===== src/rtl/fft_input_loader.sv =====
// fft_input_loader: collects 8 complex samples in bit-reversed slot order and presents them as one parallel frame.
// An early start-of-frame marker drops the partial frame and raises a one-cycle sync_err.
module fft_input_loader #(
    parameter int N = 3,
    localparam int W = 2**N
) (
    input  logic           clk,
    input  logic           rst,
    input  logic [W-1:0]   in_r,
    input  logic [W-1:0]   in_i,
    input  logic           in_valid,
    input  logic           in_sof,
    output logic           in_ready,
    output logic [8*W-1:0] out_r,
    output logic [8*W-1:0] out_i,
    output logic           out_valid,
    input  logic           out_ready,
    output logic           sync_err
);
    typedef enum logic {FILL, FULL} state_t;
    state_t         state_q, state_d;
    logic [2:0]     cnt_q, cnt_d;
    logic [8*W-1:0] r_q, r_d, i_q, i_d;
    logic           err_q, err_d;
    logic           acc;
    logic [2:0]     idx, slot;
    always_ff @(posedge clk or negedge rst) begin
        if (!rst) begin
            state_q <= FILL;
            cnt_q   <= '0;
            r_q     <= '0;
            i_q     <= '0;
            err_q   <= 1'b0;
        end else begin
            state_q <= state_d;
            cnt_q   <= cnt_d;
            r_q     <= r_d;
            i_q     <= i_d;
            err_q   <= err_d;
        end
    end
    always_comb begin
        state_d = state_q;
        cnt_d   = cnt_q;
        r_d     = r_q;
        i_d     = i_q;
        err_d   = 1'b0;
        acc     = in_valid && state_q == FILL;
        // a marker always restarts the frame at index 0, whatever was collected so far
        idx     = in_sof ? 3'd0 : cnt_q;
        slot    = {idx[0], idx[1], idx[2]};
        if (acc) begin
            for (int j = 0; j < 8; j++)
                if (slot == 3'(j)) begin
                    r_d[j*W +: W] = in_r;
                    i_d[j*W +: W] = in_i;
                end
            err_d = in_sof && cnt_q != 3'd0;
            cnt_d = idx + 3'd1;
            state_d = idx == 3'd7 ? FULL : FILL;
        end else if (state_q == FULL && out_ready) begin
            state_d = FILL;
        end
    end
    assign in_ready  = state_q == FILL;
    assign out_valid = state_q == FULL;
    assign out_r     = r_q;
    assign out_i     = i_q;
    assign sync_err  = err_q;
endmodule


===== config.mk =====
export PLATFORM = sky130hd
export DESIGN_NAME = fft_input_loader
export DESIGN_NICKNAME = d
export VERILOG_FILES = /design/src/rtl/fft_input_loader.sv
export SDC_FILE = /design/constraint.sdc
export NUM_CORES = 1
export LEC_CHECK = 0
export ABC_AREA = 1
export ABC_CLOCK_PERIOD_IN_PS = 1400
export CAP_MARGIN = 20
export CORE_UTILIZATION = 50
export CTS_BUF_LIST = sky130_fd_sc_hd__clkbuf_4 sky130_fd_sc_hd__clkbuf_8
export DETAILED_ROUTE_END_ITERATION = 10
export PLACE_DENSITY = 0.87
export SYNTH_ARGS = -nofsm -noshare
export SYNTH_HDL_FRONTEND = slang
export SYNTH_SLANG_ARGS = --single-unit

===== constraint.sdc =====
create_clock -name clk -period 1.4 [get_ports clk]
set_input_delay 0.35 -clock clk [delete_from_list [all_inputs] [get_ports clk]]
set_output_delay 0.35 -clock clk [all_outputs]
set_load 0.005 [all_outputs]

# After elaboration in Yosys (flattened, before gate mapping)
# Cells that the tools add are included.
[classes] mul=0 n_lt_le_gt_ge=0 div_mod_pow=0 shifts=0 addsub=1 muxes=5 eq_ne=8 n_bitwise=1 n_reduce_logical=14
[op_table] cell="AND reduction 2 bit" count=8
[op_table] cell="equality test 3 bit, second input constant" count=5
[op_table] cell="equality test 3 x 2 -> 1 bit, second input constant" count=2
[op_table] cell="2-to-1 mux 1 bit" count=4
[op_table] cell="adder 3 x 1 -> 3 bit, second input constant" count=1
[op_table] cell="equality test 3 x 1 -> 1 bit, second input constant" count=1
[op_table] cell="logical AND 1 bit" count=3
[op_table] cell="logical NOT 3 bit" count=1
[op_table] cell="2-to-1 mux 3 bit" count=1
[op_table] cell="nonzero test 3 bit" count=1
[op_table] cell="nonzero test 2 bit" count=1
[op_table] cell="NOT 1 bit" count=1
[totals] out_inout_bits=131 romBits=0 ram_bits=0 latch_bits=0 regBits=133 n_memories=0

# Longest topological paths before layout
[depth] word_depth=4 depth_mapped=7

# Least setup slack after synthesis
# OpenSTA, ideal clock, no wires.
[synth_timing] kind="register to register" start="register cnt_q[1]" end="register i_q[0], in the netlist out_i[0]" path_slack_ns=0.108 stages_incl_launch_ff=7 arrival_time_ns=1.175 path_buffers=2 setup_ns=0.117 required_time_ns=1.283 cell_sequence="dfrtp_1 -> buf_2 -> o21ai_2 -> nand2_2 -> buf_2 -> nand2_1 -> nand2_1"
[synth_via] elab_chain_len=3
[synth_lines] element="start, declared" line="22" source="logic [2:0] cnt_q, cnt_d;"
[synth_lines] element="start signal, assigned" line="36" source="cnt_q <= cnt_d;"
[synth_lines] element="2-to-1 mux 3 bit" line="50" source="idx = in_sof ? 3'd0 : cnt_q;"
[synth_lines] element="logical NOT 3 bit" line="54" source="if (slot == 3'(j)) begin"
[synth_lines] element="AND reduction 2 bit (no source line)"
[synth_lines] element="end signal, assigned" line="38" source="i_q <= i_d;"
[synth_lines] element="end, declared" line="23" source="logic [8*W-1:0] r_q, r_d, i_q, i_d;"
# No other way between the ends.
# A chain may end at the register's enable or synchronous reset.

# Final worst setup path
[layout_timing] start="register cnt_q[1]" end="register i_q[36], in the netlist out_i[36]"
[layout_via] elab_chain_len=3
[layout_lines] element="2-to-1 mux 3 bit" line="50"
[layout_lines] element="equality test 3 bit" line="54"
[layout_lines] element="AND reduction 2 bit (no source line)"
# No other way between the ends.

==> out/results.tsv <==
metric	value	unit
first-pass GRT wire length	28200	µm
# IOs	152	
crit path DAT	1940	ps
Inst Count DP	884	
pwr dens	2160	nW/µm²
post-synth net total	628	
post-synthesis simple-gate area fraction	0.324	
Initial Util	0.522	
worst reg2reg setup slack	-180	ps
main combinational cell family by area after synthesis	simple AND/OR/NAND/NOR gates	
Max stage delay on crit path	460	ps
P&R area growth vs syn	51.0	%
Net Sw Power	6730	µW
Final HPWL DP	11400	µm
fillers	603	
die height	106	µm
Die X	106	µm
unrepaired setup endpoints after global routing	yes	
switching fraction of total power	0.379	
Reg clk slew, reported paths	80	ps
multiplexer share of the synthesized area	0	
row cnt	37	
IO Port Bufs	151	
dpl ws	-472	ps
Pint	11000	µW
grt ovf	0	
failing checks	setup timing	
CP Capture Type	flip-flop	
Netlist cell types	18	
CTS max path bufs	2	
critical path startpoint category	flip-flop	
post-route design area	8210	µm²
Die ar.	11300	µm²
path type of the worst min-delay path	in -> async	
wire per inst	20.9	µm
Placed Area	7310	µm²
commonest non-fill, non-tap cell in the layout	nand2_1	
status	complete, but fails checks	
synth warn	0	
Yosys top cell by area	dfrtp_1	
layout cell share with drive strength beyond 1	0.384	
# H-tree levels	4	
Total Power	17800	µW
clk_lat worst skew	440	ps
Syn Inst Count	606	
Synth top area share	0.612	
R2R cell count	4	
register area share after synthesis	0.612	
clock share of power	0.183	
crit path time final	1580	ps
largest net degree at the start of global routing	37	
CTS tree	yes	
ANT nets after route	0	
RR Endpoint	out_i[36]$_DFFE_PN0P_	
commonest non-fill, non-tap cells in the layout	247 x nand2_1, 131 x dfrtp_1, 120 x nand3_1	
final non-filler cell total	1011	
Synth area leaders	dfrtp_1 61%, nand2_1 18%, nand3_1 12%	
detailed-route via count	6039	
clock root buffer	clkbuf_8	
cell family with the largest share of critical-path delay	simple AND/OR/NAND/NOR gates	
Min Hold Slack	365	ps
DRC violations left	0	
Setup violations, final	61	
register area	3330	µm²
total iterations of the first detailed-routing run	6	
Slew Limit Headroom	0.610	
TritonCTS Buffers	17	
final hold vios	0	
vias in the first global route	5526	
critical path peak fanout	11	
diode count	0	
max-cap violations	0	
Buffers & Inverters on Critical Path	1	
Sequential Power Share	0.393	
post-synthesis compound-gate area fraction	0.00667	
syn avg cell area	8.97	µm²
Slew Viols, Final	0	
final wirelength	21200	µm
starting DRC count in detailed routing	835	
Synth Register Bits	133	
critical path type	reg -> reg	
Worst Max-Slew Pin Slew	584	ps
clock sink total	133	
fmax	633	MHz
Worst VDD drop	1.10	mV
reg2reg start	cnt_q[1]$_DFFE_PN0P_	
Nets	884	
Core Box Area	10400	µm²
fin crit share	1.13	
routed vias/inst	5.97	
Worst path slowest cell	dfrtp_2	
mapped cell area	5440	µm²
clock skew	11.2	ps
critical path required time	1760	ps
adder-cell share of the synthesized area	0.00230	
multi-input logic area	2060	µm²
Post-Synth XOR/XNOR Area	0	
initial antenna violation count	0	
setup ws final	-180	ps
Total Routing Usage GR	0.335	
Combinational Power Share	0.424	
P_leak	0.00454	µW
CP cell instances	nor2_2 > buf_4 > nand3_1 > nand2_1	
GPL Wtd Cong	0.878	
-- cell type report --
| type | instances | area share |
|---|---|---|
| clock buffers | 18 | 0.0294 |
| clock inverters | 14 | 0.0186 |
| inverters | 6 | 0.00274 |
| multi-input cells | 419 | 0.250 |
| flip-flops and latches | 133 | 0.406 |
| well taps | 136 | 0.0207 |
| repair buffers | 285 | 0.272 |
-- sequential cells by signal, indices dropped and copies added, names as in the netlist --
signal and count:
out_r 64, sync_err 1, out_i 64, out_valid 1
cnt_q 3
-- how the worst max path moves through the flow --
stage                           from                     to  slack (ps)  cells after the start
2_1_floorplan   cnt_q[1]$_DFFE_PN0P_   out_i[0]$_DFFE_PN0P_         110                      6
3_3_place_gp                  in_sof  out_r[34]$_DFFE_PN0P_        -370                      8
3_5_place_dp                in_valid  out_r[20]$_DFFE_PN0P_        -470                      6
4_1_cts        out_valid$_DFFE_PN0P_              out_valid         -70                      1
5_1_grt         cnt_q[2]$_DFFE_PN0P_  out_i[36]$_DFFE_PN0P_        -200                      4
6_report        cnt_q[1]$_DFFE_PN0P_  out_i[36]$_DFFE_PN0P_        -180                      4
-- cells by family (layout without fill, tap and decap cells) --
family	Yosys count	in the layout
buffers and inverters	57	323
and+or+nand+nor	409	412
AOI/OAI and AO/OA	6	6
adders and majority gates	1	1
DFF	133	133
-- per-stage QoR --
step,TNS [ps],util
global placement,-44550,0.702
CTS,-1140,0.754
finish,-1600,0.788
detailed placement,-53050,0.702
global route,-8380,0.788
floorplan,0,-
-- metal layers --
layer	global-route usage	wire length (µm)
met4	0.189	1490
met1	0.421	7110
met5	0	0
met3	0.0754	2530
met2	0.535	10000
-- cell usage after synthesis --
cell      count
buf_2        27
buf_6         1
inv_2         2
nand3_1     130
dfrtp_1     133
nor2_2        1
buf_4        11
a21oi_1       3
clkbuf_1     12
nor2_4        5
o21ai_0       1
nand2_2      10
inv_1         4
a211oi_1      1
nand2_1     259
ha_1          1
nor2_1        4
o21ai_2       1
-- power groups by stage --
stage | sequential, µW | clock (µW) | combinational, µW
2_1_floorplan | 6760 | 0 | 2130
3_3_place_gp | 6950 | 0 | 6370
3_5_place_dp | 6990 | 0 | 6670
4_1_cts | 6820 | 3200 | 6610
5_1_grt | 7080 | 3410 | 8100
6_report | 6980 | 3250 | 7530
-- repair_timing --
| item | 4_1_cts | 5_1_grt |
|---|---|---|
| gates cloned | 0 | 7 |
| hold endpoints to repair | 31 | 0 |
| resized for setup | 422 | 109 |
| buffers inserted | 59 | 28 |
| hold buffers | 1 | 0 |
| pin swaps | 1 | 12 |
| endpoints found under the setup margin | 222 | 180 |
Note: power is estimated with default switching activity, not from simulation.
